<file path="config.mk">
export PLATFORM = sky130hd
export DESIGN_NAME = rx_block_sync
export DESIGN_NICKNAME = d
export VERILOG_FILES = /design/src/rtl/rx_block_sync_pkg.sv /design/src/rtl/rx_block_sync.sv
export SDC_FILE = /design/constraint.sdc
export NUM_CORES = 1
export LEC_CHECK = 0
export CORE_MARGIN = 3
export CORE_UTILIZATION = 48
export CTS_CLUSTER_SIZE = 10
export DETAILED_ROUTE_END_ITERATION = 10
export PLACE_DENSITY = 0.93
export SYNTH_ARGS = -nofsm -noshare
export SYNTH_HDL_FRONTEND = slang
export SYNTH_SLANG_ARGS = --single-unit
</file>
<file path="constraint.sdc">
create_clock -name clk -period 6.9 [get_ports clk]
set_clock_uncertainty 0.2 [all_clocks]
set_input_delay 1.38 -clock clk [delete_from_list [all_inputs] [get_ports clk]]
set_output_delay 1.38 -clock clk [all_outputs]
set_load 0.005 [all_outputs]
</file>
<file path="src/rtl/rx_block_sync_pkg.sv">
// Shared 64b/66b PCS definitions: sync-header codes, block-lock state encoding
// and the default lock-window sizes used by the receive path and its benches.
package rx_block_sync_pkg;

  localparam logic [1:0] SYNC_DATA = 2'b01;
  localparam logic [1:0] SYNC_CTRL = 2'b10;

  localparam int DEFAULT_SH_CNT_MAX   = 64;
  localparam int DEFAULT_SH_INVLD_MAX = 16;

  typedef enum logic [1:0] {
    ST_HUNT      = 2'd0,
    ST_SLIP_WAIT = 2'd1,
    ST_LOCKED    = 2'd2
  } sync_state_t;

  function automatic logic is_sync_header(input logic [1:0] hdr);
    return (hdr == SYNC_DATA) || (hdr == SYNC_CTRL);
  endfunction

endpackage

</file>
<file path="src/rtl/rx_block_sync.sv">
// Block-lock controller: tests 66b sync headers, requests gearbox bit-slips until
// aligned, tracks block_lock and forwards blocks to the decoder while locked.
module rx_block_sync
  import rx_block_sync_pkg::*;
#(
  parameter int PCS_DATA_WIDTH = 64,
  parameter int SH_CNT_MAX     = DEFAULT_SH_CNT_MAX,
  parameter int SH_INVLD_MAX   = DEFAULT_SH_INVLD_MAX,
  parameter int SLIP_WAIT      = 4
) (
  input  logic                      clk,
  input  logic                      rst,
  input  logic [PCS_DATA_WIDTH-1:0] in_encoded_data,
  input  logic [1:0]                in_encoded_header,
  input  logic                      in_encoded_valid,
  output logic                      out_slip,
  output logic                      out_block_lock,
  output logic [PCS_DATA_WIDTH-1:0] out_encoded_data,
  output logic [1:0]                out_encoded_header,
  output logic                      out_encoded_valid,
  output logic [7:0]                out_lock_loss_count
);

  localparam int CNT_W  = $clog2(SH_CNT_MAX + 1);
  localparam int INV_W  = $clog2(SH_INVLD_MAX + 1);
  localparam int WAIT_W = (SLIP_WAIT > 0) ? $clog2(SLIP_WAIT + 1) : 1;

  localparam logic [CNT_W-1:0]  CNT_MAX_V  = CNT_W'(SH_CNT_MAX);
  localparam logic [INV_W-1:0]  INV_MAX_V  = INV_W'(SH_INVLD_MAX);
  localparam logic [WAIT_W-1:0] WAIT_LOAD  = WAIT_W'(SLIP_WAIT);

  sync_state_t               state_reg, state_next;
  logic [CNT_W-1:0]          sh_cnt_reg, sh_cnt_next;
  logic [INV_W-1:0]          sh_invld_cnt_reg, sh_invld_cnt_next;
  logic [WAIT_W-1:0]         wait_cnt_reg, wait_cnt_next;
  logic                      slip_reg, slip_next;
  logic                      lock_reg, lock_next;
  logic [7:0]                loss_cnt_reg, loss_cnt_next;
  logic [PCS_DATA_WIDTH-1:0] data_reg;
  logic [1:0]                header_reg;
  logic                      valid_reg;

  logic             hdr_ok;
  logic             tested;
  logic [CNT_W-1:0] sh_cnt_inc;
  logic [INV_W-1:0] invld_inc;
  logic             hunt_slip;
  logic             hunt_lock;
  logic             lock_fail;
  logic             window_end;
  logic             wait_done;

  assign hdr_ok     = is_sync_header(in_encoded_header);
  assign tested     = in_encoded_valid && (state_reg != ST_SLIP_WAIT);
  assign sh_cnt_inc = sh_cnt_reg + CNT_W'(1);
  assign invld_inc  = sh_invld_cnt_reg + {{(INV_W-1){1'b0}}, ~hdr_ok};

  assign hunt_slip  = tested && (state_reg == ST_HUNT) && !hdr_ok;
  assign hunt_lock  = tested && (state_reg == ST_HUNT) && hdr_ok && (sh_cnt_inc == CNT_MAX_V);
  // Lock loss takes priority over the window wrap when both land on one header.
  assign lock_fail  = tested && (state_reg == ST_LOCKED) && !hdr_ok && (invld_inc == INV_MAX_V);
  assign window_end = tested && (state_reg == ST_LOCKED) && !lock_fail && (sh_cnt_inc == CNT_MAX_V);
  assign wait_done  = (state_reg == ST_SLIP_WAIT) && (wait_cnt_reg <= WAIT_W'(1));

  always_ff @(posedge clk or negedge rst) begin
    if (!rst) begin
      state_reg        <= ST_HUNT;
      sh_cnt_reg       <= '0;
      sh_invld_cnt_reg <= '0;
      wait_cnt_reg     <= '0;
      slip_reg         <= 1'b0;
      lock_reg         <= 1'b0;
      loss_cnt_reg     <= '0;
      data_reg         <= '0;
      header_reg       <= '0;
      valid_reg        <= 1'b0;
    end else begin
      state_reg        <= state_next;
      sh_cnt_reg       <= sh_cnt_next;
      sh_invld_cnt_reg <= sh_invld_cnt_next;
      wait_cnt_reg     <= wait_cnt_next;
      slip_reg         <= slip_next;
      lock_reg         <= lock_next;
      loss_cnt_reg     <= loss_cnt_next;
      valid_reg        <= in_encoded_valid && lock_reg;
      if (in_encoded_valid) begin
        data_reg   <= in_encoded_data;
        header_reg <= in_encoded_header;
      end
    end
  end

  always_comb begin
    state_next = state_reg;
    case (state_reg)
      ST_HUNT: begin
        if (hunt_slip) begin
          state_next = ST_SLIP_WAIT;
        end else if (hunt_lock) begin
          state_next = ST_LOCKED;
        end
      end
      ST_SLIP_WAIT: begin
        if (wait_done) begin
          state_next = ST_HUNT;
        end
      end
      ST_LOCKED: begin
        if (lock_fail) begin
          state_next = ST_SLIP_WAIT;
        end
      end
      default: state_next = ST_HUNT;
    endcase
  end

  always_comb begin
    sh_cnt_next       = sh_cnt_reg;
    sh_invld_cnt_next = sh_invld_cnt_reg;
    wait_cnt_next     = wait_cnt_reg;
    slip_next         = 1'b0;
    lock_next         = lock_reg;
    loss_cnt_next     = loss_cnt_reg;

    if ((state_reg == ST_SLIP_WAIT) && (wait_cnt_reg != '0)) begin
      wait_cnt_next = wait_cnt_reg - WAIT_W'(1);
    end

    if (tested) begin
      sh_cnt_next = sh_cnt_inc;
      if (state_reg == ST_LOCKED) begin
        sh_invld_cnt_next = invld_inc;
      end
    end

    if (hunt_slip || lock_fail) begin
      slip_next         = 1'b1;
      sh_cnt_next       = '0;
      sh_invld_cnt_next = '0;
      wait_cnt_next     = WAIT_LOAD;
    end

    if (hunt_lock || window_end) begin
      sh_cnt_next       = '0;
      sh_invld_cnt_next = '0;
    end

    if (hunt_lock) begin
      lock_next = 1'b1;
    end

    if (lock_fail) begin
      lock_next = 1'b0;
      if (loss_cnt_reg != 8'hFF) begin
        loss_cnt_next = loss_cnt_reg + 8'd1;
      end
    end
  end

  assign out_slip            = slip_reg;
  assign out_block_lock      = lock_reg;
  assign out_encoded_data    = data_reg;
  assign out_encoded_header  = header_reg;
  assign out_encoded_valid   = valid_reg;
  assign out_lock_loss_count = loss_cnt_reg;

endmodule

</file>
# Yosys cells after proc, flatten, opt, wreduce, memory -nomap -nowiden
# Index checks and enable logic that the tools add are counted.
# totals
ff_bits,94
input_bits,69
out_inout_bits,77
word_cells,71
# classes
addsub,4
n_lt_le_gt_ge,1
n_eq_ne,11
muxes,17
bitwise,1
reduce_logical,27
# ops
cell,count
two-way mux 7 bit,3
two-way mux 5 bit,4
logical AND 1 bit,13
nonzero test 3 bit,3
"adder 8 x 1 -> 8 bit, second input constant",1
two-way mux 2 bit,4
"!= test 8 bit, second input constant",1
"adder 7 x 1 -> 7 bit, second input constant",1
"equality test 7 bit, second input constant",1
two-way mux 3 bit,2
one-hot mux 2 bit (3 select lines),1
adder 5 x 1 -> 5 bit,1
"equality test 5 bit, second input constant",1
"equality test 2 x 1 -> 1 bit, second input constant",2
"equality test 2 bit, second input constant",2
"!= test 2 bit, second input constant",2
AND reduction 2 bit,2
nonzero test 2 bit,2
"less-or-equal comparator 3 x 1 -> 1 bit, second input constant",1
logical OR 1 bit,3
two-way mux 1 bit,3
"!= test 3 bit, second input constant",1
AND reduction 3 bit,1
"subtractor 3 x 1 -> 3 bit, second input constant",1
other kinds (4),5

# Logic depth before layout (Yosys ltp)
# Gate-level depths: netlist of the first run.
# logic_depth
ltp_word,12
depth_mapped,9
ltp_nobuf,9

# Worst setup path after synthesis of the first run
# No wires, ideal clock.
# synth_timing
path_type,input port to flip-flop
start,input port in_encoded_header[1]
end,"register loss_cnt_reg[1], in the netlist out_lock_loss_count[1]"
setup_ps,125
t_arrival_ps,3393
required_ps,6575
path_slack_ps,3182
cell_stages,8
n_path_buf,0
cell_sequence,xor2_1 -> inv_1 -> ha_1 -> ha_1 -> nor4_4 -> nand4_4 -> nor2_1 -> mux2_2
# synth_between
elab_chain_cells,7
word_cells_on_any_way,10
cone_classes,add/sub: 1; eq/ne: 3; bitwise: 1; reduce/logical: 5
# synth_rtl
item,line_no,text
from (decl),rx_block_sync.sv:14,"input logic [1:0] in_encoded_header,"
equality test 2 x 1 -> 1 bit or equality test 2 bit (tied branches),rx_block_sync_pkg.sv:18,return (hdr == SYNC_DATA) || (hdr == SYNC_CTRL);
logical OR 1 bit (*),rx_block_sync_pkg.sv:18,
inverter 1 bit,rx_block_sync.sv:56,"assign invld_inc = sh_invld_cnt_reg + {{(INV_W-1){1'b0}}, ~hdr_ok};"
adder 5 x 1 -> 5 bit,rx_block_sync.sv:56,
equality test 5 bit,rx_block_sync.sv:61,assign lock_fail = tested && (state_reg == ST_LOCKED) && !hdr_ok && (invld_inc == INV_MAX_V);
logical AND 1 bit (*),rx_block_sync.sv:61,
AND reduction 2 bit (no line) (*),--,
to (signal assigned),rx_block_sync.sv:84,loss_cnt_reg <= loss_cnt_next;
to (decl),rx_block_sync.sv:38,"logic [7:0] loss_cnt_reg, loss_cnt_next;"
# Mark *: on every way between the ends. The rest lies on a longest branch, timed or not.
# A chain may end at the register's enable or synchronous reset.

# Worst setup path in the final report of the first run
# Ends and elaborated chain as after synthesis.

==> results of run 1 <==
power by group:
part	internal, uW	switching (uW)
clock network	248	182
logic	180	126
registers	611	41.0
Yosys cell counts, types with 2 or more instances:
| master | instances |
|---|---|
| xnor2_1 | 10 |
| dfrtp_1 | 94 |
| a21oi_1 | 12 |
| nand2b_1 | 2 |
| inv_1 | 6 |
| clkbuf_1 | 5 |
| o21ai_0 | 2 |
| nand3_1 | 7 |
| xor2_1 | 12 |
| mux2_2 | 67 |
| nor3_1 | 6 |
| nor2_1 | 16 |
| mux2i_1 | 3 |
| ha_1 | 8 |
| buf_2 | 5 |
| a41oi_1 | 2 |
| nor2b_1 | 2 |
| nand2_1 | 12 |
| and2_1 | 4 |
cell families (layout without fill, tap and decap cells):
family / after synthesis / in the layout / synth area share
compound gates: 23 / 23 / 0.0374
xor+xnor: 22 / 22 / 0.0484
fa+ha+maj: 8 / 8 / 0.0251
buf+inv: 17 / 168 / 0.0176
flops: 94 / 94 / 0.591
mux: 70 / 70 / 0.197
simple gates: 58 / 58 / 0.0839
area by class of cell:
type / instances / area (um2) / share of cell area
multi-input cells: 181 / 1560 / 0.271
clock inverters: 4 / 95.1 / 0.0165
well taps: 102 / 128 / 0.0222
inverters: 6 / 22.5 / 0.00391
clock buffers: 11 / 141 / 0.0246
repair buffers: 147 / 1460 / 0.253
flip-flops and latches: 94 / 2350 / 0.409
routing by layer:
layer	vias up	global-route usage
li1	1304	-
met1	1395	0.223
met2	90	0.354
met3	14	0.0704
met4	0	0.0724
met5	-	0
critical path, cell delays in order:
cell             delay (ns)
clkdlybuf4s50_1        0.51
xor2_1                 0.42
inv_1                  0.15
ha_1                   0.24
ha_1                   0.33
nor4_4                 0.38
nand4_4                0.21
nor2_1                 0.25
mux2_2                 0.36
path summary, 6_finish.rpt:
check	slack [ns]	cells after the start	end
worst max-delay path	2.69	9	out_lock_loss_count[1]
worst min-delay path	0.29	1	state_reg[1]
worst max register to register	4.42	6	out_lock_loss_count[1]
worst min register to register	0.29	1	state_reg[1]
max in group asynchronous	4.63	2	out_encoded_data[6]
min in group asynchronous	0.82	1	out_encoded_data[63]
metrics by stage:
stage	instances	area [um2]	hold WS (ns)	power [uW]
after floorplan	292	3980	0.248	804
after global placement	530	5520	0.272	956
after detailed placement	530	5520	0.277	972
after CTS	545	5760	0.290	1400
after global routing	545	5760	0.312	1460
final	545	5760	0.288	1390
==> Implementation_results.wiki, run 1 <==
{| class="wikitable"
! Metric !! Value
|-
| Result of the run || finished clean
|-
| Critical path origin || in_encoded_header[1]
|-
| Detailed-routing wirelength on met1 || 3460 um
|-
| Data arrival at the endpoint of the critical path || 4.25 ns
|-
| Crit path required time || 6.94 ns
|-
| Post-Route Utilization || 0.730
|-
| Die Outline Area || 9430 um2
|-
| Net count reported at finish || 516
|-
| Number of global-route vias before repair || 3131
|-
| Crit start category || input pin
|-
| Portion of the clock cycle consumed by the worst path in the final layout || 0.610
|-
| Total half-perimeter wirelength after legalization and detailed placement || 6750 um
|-
| Routed met2 length || 4890 um
|-
| Beginning of the worst register-to-register path || sh_invld_cnt_reg[0]
|-
| Initial DRT Pass Iterations || 4
|-
| Worst Path Class, Setup || input pin to flop
|-
| Area share of the largest cell type after synthesis || 0.591
|-
| Final-layout fill cell count || 519
|-
| Routed WL || 9220 um
|-
| Die height || 97.1 um
|-
| CTS Root Buffer Type || clkbuf_8
|-
| Number of antenna violations at the first check in global routing || 0
|-
| Met3 Routed Length || 716 um
|-
| Global routing usage summed across all routing layers || 0.201
|-
| Largest fanout of any net on the critical path || 8
|-
| Setup Slack @ Placement || 2.33 ns
|-
| Number of antenna diodes || 0
|-
| Post-Syn Instances || 292
|-
| Wire length of the first global-routing pass || 15200 um
|-
| Clock network latency to the later pin of the worst-skew pair || 0.35 ns
|-
| Final Hold Vio Count || 0
|-
| Detail Route Antenna Nets || 0
|-
| Largest area contributor in the netlist || dfrtp_1
|-
| Synthesis-stage register bit count || 94
|-
| Overall via count from detail_route || 2803
|-
| Grt ovf || 0
|-
| Largest vdd supply drop || 0.158 mV
|-
| Drt wl/cell || 16.9 um
|-
| Primary flip-flop cell chosen by synthesis mapping || dfrtp_1
|-
| Proportion of register bits with asynchronous set or reset after synthesis || 1.00
|-
| H-tree lvl count || 3
|-
| Drt via density || 5.14
|-
| GP Congestion || 0.838
|-
| Final worst-path setup slack || 2.69 ns
|-
| Number of enable flip-flop cells after synthesis || 0
|-
| Power density relative to cell area || 241 nW/um2
|-
| Clock-pin slew on the worst setup and hold paths || 0.08 ns
|-
| Largest register FFs || 64
|-
| Chip Width || 97.1 um
|-
| Share of synthesized area occupied by flip-flops and latches || 0.591
|-
| Max frequency || 0.237 GHz
|-
| Maximum number of pins on one net before global-route repair || 73
|-
| Start point of the worst hold path || state_reg[0]
|-
| Clk sinks || 94
|-
| Unrepaired setup endpoints after global routing || false
|-
| Final min period || 4.21 ns
|-
| Final setup violation count || 0
|-
| TritonCTS clock tree || done
|-
| Number of top-level pins || 146
|-
| Leading post-synthesis cells by cell area || dfrtp_1, mux2_2, xor2_1, ha_1, xnor2_1
|-
| Core outline area || 7890 um2
|-
| Final Max Slew Viols || 0
|-
| Worst min-delay path class || flop to flop
|-
| Category of the worst setup path capture point || flop
|-
| Row count || 32
|-
| TNS Setup || 0 ns
|-
| P&R area growth vs syn || 44.6%
|-
| Fraction of layout instances using a drive strength above 1 || 0.205
|-
| Slew @ Worst Pin || 0.900 ns
|-
| Maximum capacitance violations || 0
|-
| Hold buffers post-CTS || 0
|-
| TritonCTS buffer count || 9
|-
| Most common cell after layout, fill and taps aside || clkdlybuf4s50_1
|-
| CTS max path bufs || 2
|-
| Syn avg cell area || 13.6 um2
|-
| Initial DRC count || 80
|-
| Synth cell types || 36
|-
| Synthesized area || 3980 um2
|-
| Net count after synthesis || 369
|-
| Most frequent cells in the layout || clkdlybuf4s50_1, dfrtp_1, mux2_2, nor2_1
|-
| Top routing layer in use || met4
|-
| Relative slew slack || 0.399
|-
| Post-CTS setup-driven buffer insertion count || 0
|-
| Number of buffer cells added on primary ports || 145
|-
| Detailed-route DRC error count || 0
|-
| Initial cell density of the core || 0.505
|-
| YS warnings || 0
|-
| Leakage || 0.00247 uW
|-
| Post_cts resized || 0
|}
Power figures use the tool's default switching activity.
==> inputs of run 2 (changes only) <==
--- a/config.mk
+++ b/config.mk
@@ -6,10 +6,10 @@
 export NUM_CORES = 1
 export LEC_CHECK = 0
 export CORE_MARGIN = 3
-export CORE_UTILIZATION = 48
+export CORE_UTILIZATION = 40
 export CTS_CLUSTER_SIZE = 10
 export DETAILED_ROUTE_END_ITERATION = 10
-export PLACE_DENSITY = 0.93
+export PLACE_DENSITY = 0.84
 export SYNTH_ARGS = -nofsm -noshare
 export SYNTH_HDL_FRONTEND = slang
 export SYNTH_SLANG_ARGS = --single-unit
==> constraint.sdc (replaced) <==
create_clock -name clk -period 3.6 [get_ports clk]
set_clock_uncertainty 0.2 [all_clocks]
set_input_delay 0.72 -clock clk [delete_from_list [all_inputs] [get_ports clk]]
set_output_delay 0.72 -clock clk [all_outputs]
set_load 0.005 [all_outputs]
==> run 2 against run 1 <==
Net effect:
- sequential share of layout area down 0.19 points
- largest cell class unchanged
- final area up 0.46%
- largest power group unchanged
- first-iteration DRC count down 2.5%
==> Implementation_results.wiki, run 2 (same netlist as run 1, synthesis figures left out) <==
{| class="wikitable"
! Metric !! Value
|-
| Final Hold Vio Count || 0 (unchanged)
|-
| Crit path required time || 3.66 ns (-3.28 ns)
|-
| Reg area || 2350 um2 (unchanged)
|-
| Number of buffer cells added on primary ports || 145 (unchanged)
|-
| Net count reported at finish || 522 (+1.2%)
|-
| Post_cts resized || 0 (unchanged)
|-
| Footprint of the multi-input gates || 1560 um2 (unchanged)
|-
| Power consumption || 2490 uW (+80%)
|-
| Initial DRT Pass Iterations || 4 (unchanged)
|-
| H-tree lvl count || 3 (unchanged)
|-
| Core outline area || 9460 um2 (+20%)
|-
| Category of the worst setup path capture point || flop
|-
| Slew @ Worst Pin || 0.537 ns (-0.363 ns)
|-
| Worst path cell trace || clkdlybuf4s50_1 -> xor2_1 -> inv_1 -> ha_1 -> ha_1 -> nor4_4 -> nand4_4 -> buf_4 -> nor4_2 -> xor2_1
|-
| Clk sinks || 94 (unchanged)
|-
| Die Outline Area || 11200 um2 (+19%)
|-
| Overall via count from detail_route || 2812 (+0.32%)
|-
| Data arrival at the endpoint of the critical path || 3.20 ns (-1.05 ns)
|-
| Largest fanout of any net on the critical path || 6 (-2)
|-
| Worst min-delay path class || input pin to async pin
|-
| Final-layout fill cell count || 799 (+54%)
|-
| Number of antenna violations at the first check in global routing || 0 (unchanged)
|-
| Worst Path Class, Setup || input pin to flop
|-
| Chip Width || 106 um (+9.0%)
|-
| Post-Route Utilization || 0.612 (-0.119)
|-
| P&R area growth vs syn || 45.2%
|-
| Routed WL || 9190 um (-0.30%)
|-
| Row count || 35 (+9.4%)
|-
| Die height || 106 um (+9.0%)
|-
| Maximum capacitance violations || 0 (unchanged)
|-
| Final setup violation count || 0 (unchanged)
|-
| Number of global-route vias before repair || 3070 (-1.9%)
|-
| Leakage || 0.00247 uW (-0.11%)
|-
| Number of antenna diodes || 0 (unchanged)
|-
| GP Congestion || 0.804 (-4.0%)
|-
| Drt via density || 4.87 (-5.4%)
|-
| Portion of the clock cycle consumed by the worst path in the final layout || 0.871
|-
| Grt ovf || 0 (unchanged)
|-
| TritonCTS clock tree || done
|-
| Largest vdd supply drop || 0.221 mV (+39%)
|-
| Slowest library cell on the worst path || clkdlybuf4s50_1
|-
| Result of the run || finished clean
|-
| Initial DRC count || 78 (-2.5%)
|-
| Largest register FFs || 64 (unchanged)
|-
| Global routing usage summed across all routing layers || 0.169 (-0.0313)
|-
| Hold buffers post-CTS || 0 (unchanged)
|-
| Most common cell after layout, fill and taps aside || clkdlybuf4s50_1
|-
| CTS max path bufs || 2 (unchanged)
|-
| Drt wl/cell || 15.9 um (-6.0%)
|-
| TNS Setup || 0 ns (unchanged)
|-
| Initial cell density of the core || 0.421 (-0.0839)
|-
| Power density relative to cell area || 431 nW/um2 (+79%)
|-
| Crit start category || input pin
|-
| Detail Route Antenna Nets || 0 (unchanged)
|-
| Max frequency || 0.319 GHz
|-
| Detailed-route DRC error count || 0 (unchanged)
|-
| Wire length of the first global-routing pass || 15300 um (+0.27%)
|-
| Unrepaired setup endpoints after global routing || false
|-
| Maximum number of pins on one net before global-route repair || 40 (-45%)
|-
| Most frequent cells in the layout || clkdlybuf4s50_1, dfrtp_1, mux2_2, nor2_1
|-
| Final Max Slew Viols || 0 (unchanged)
|-
| Relative slew slack || 0.639 (+0.240)
|-
| Post-CTS setup-driven buffer insertion count || 0 (unchanged)
|-
| CTS Root Buffer Type || clkbuf_8
|-
| Worst path max stage delay || 0.49 ns (-0.02 ns)
|-
| Total half-perimeter wirelength after legalization and detailed placement || 7070 um (+4.6%)
|-
| Clock-pin slew on the worst setup and hold paths || 0.09 ns (about the same)
|-
| Fraction of layout instances using a drive strength above 1 || 0.218 (+0.0128)
|-
| Number of top-level pins || 146 (unchanged)
|-
| TritonCTS buffer count || 9 (unchanged)
|-
| Clock network latency to the later pin of the worst-skew pair || 0.35 ns (about the same)
|-
| Final min period || 3.14 ns
|}
## run 2: per-layer routing
layer	track usage	vias up	wire length (um)
li1	-	1319	-
met1	0.187	1413	3450
met2	0.303	72	4940
met3	0.0716	8	714
met4	0.0379	0	82
met5	0	-	0
## run 2: path summary, 6_finish.rpt
check / slack [ns] / cells after the start / from / end
worst max-delay path: 0.46 / 10 / in_encoded_header[0] / out_lock_loss_count[5]
worst min-delay path: 0.12 / 1 / rst / out_slip
worst max register to register: 1.22 / 7 / sh_invld_cnt_reg[0] / out_lock_loss_count[5]
worst min register to register: 0.31 / 1 / out_encoded_data[18] / out_encoded_data[18]
max in group asynchronous: 2.31 / 2 / rst / sh_cnt_reg[0]
min in group clk: 0.31 / 1 / out_encoded_data[18] / out_encoded_data[18]
## run 2: where the power goes
| part | switching, uW | internal, uW |
|---|---|---|
| Combinational | 246 | 355 |
| Sequential | 77.8 | 1170 |
| Clock | 356 | 288 |
## run 2: worst max-delay path: cells and delay by family
family / cells / cell delay (ns)
buffers and inverters: 3 / 0.77
adder cells (fa/ha/maj): 2 / 0.55
AND/OR/NAND/NOR: 3 / 0.78
XOR/XNOR: 2 / 0.38
## run 2: per-stage QoR
stage	area, um2	hold WS [ns]	cells	setup WS, ns
6_report	5780	0.118	578	0.464
5_1_grt	5780	0.138	578	0.289
4_1_cts	5780	0.113	578	0.454
3_5_place_dp	5600	0.283	563	0.0614
3_3_place_gp	5600	0.278	563	0.149
2_1_floorplan	3980	0.224	292	0.542
## run 2: final cells by class
class                           instances  share of cell area
Clock inverter                          4             0.00562
Tap cell                              129              0.0279
Multi-Input combinational cell        181               0.270
Sequential cell                        94               0.407
Timing Repair Buffer                  153               0.260
Clock buffer                           11              0.0262
Inverter                                6             0.00389
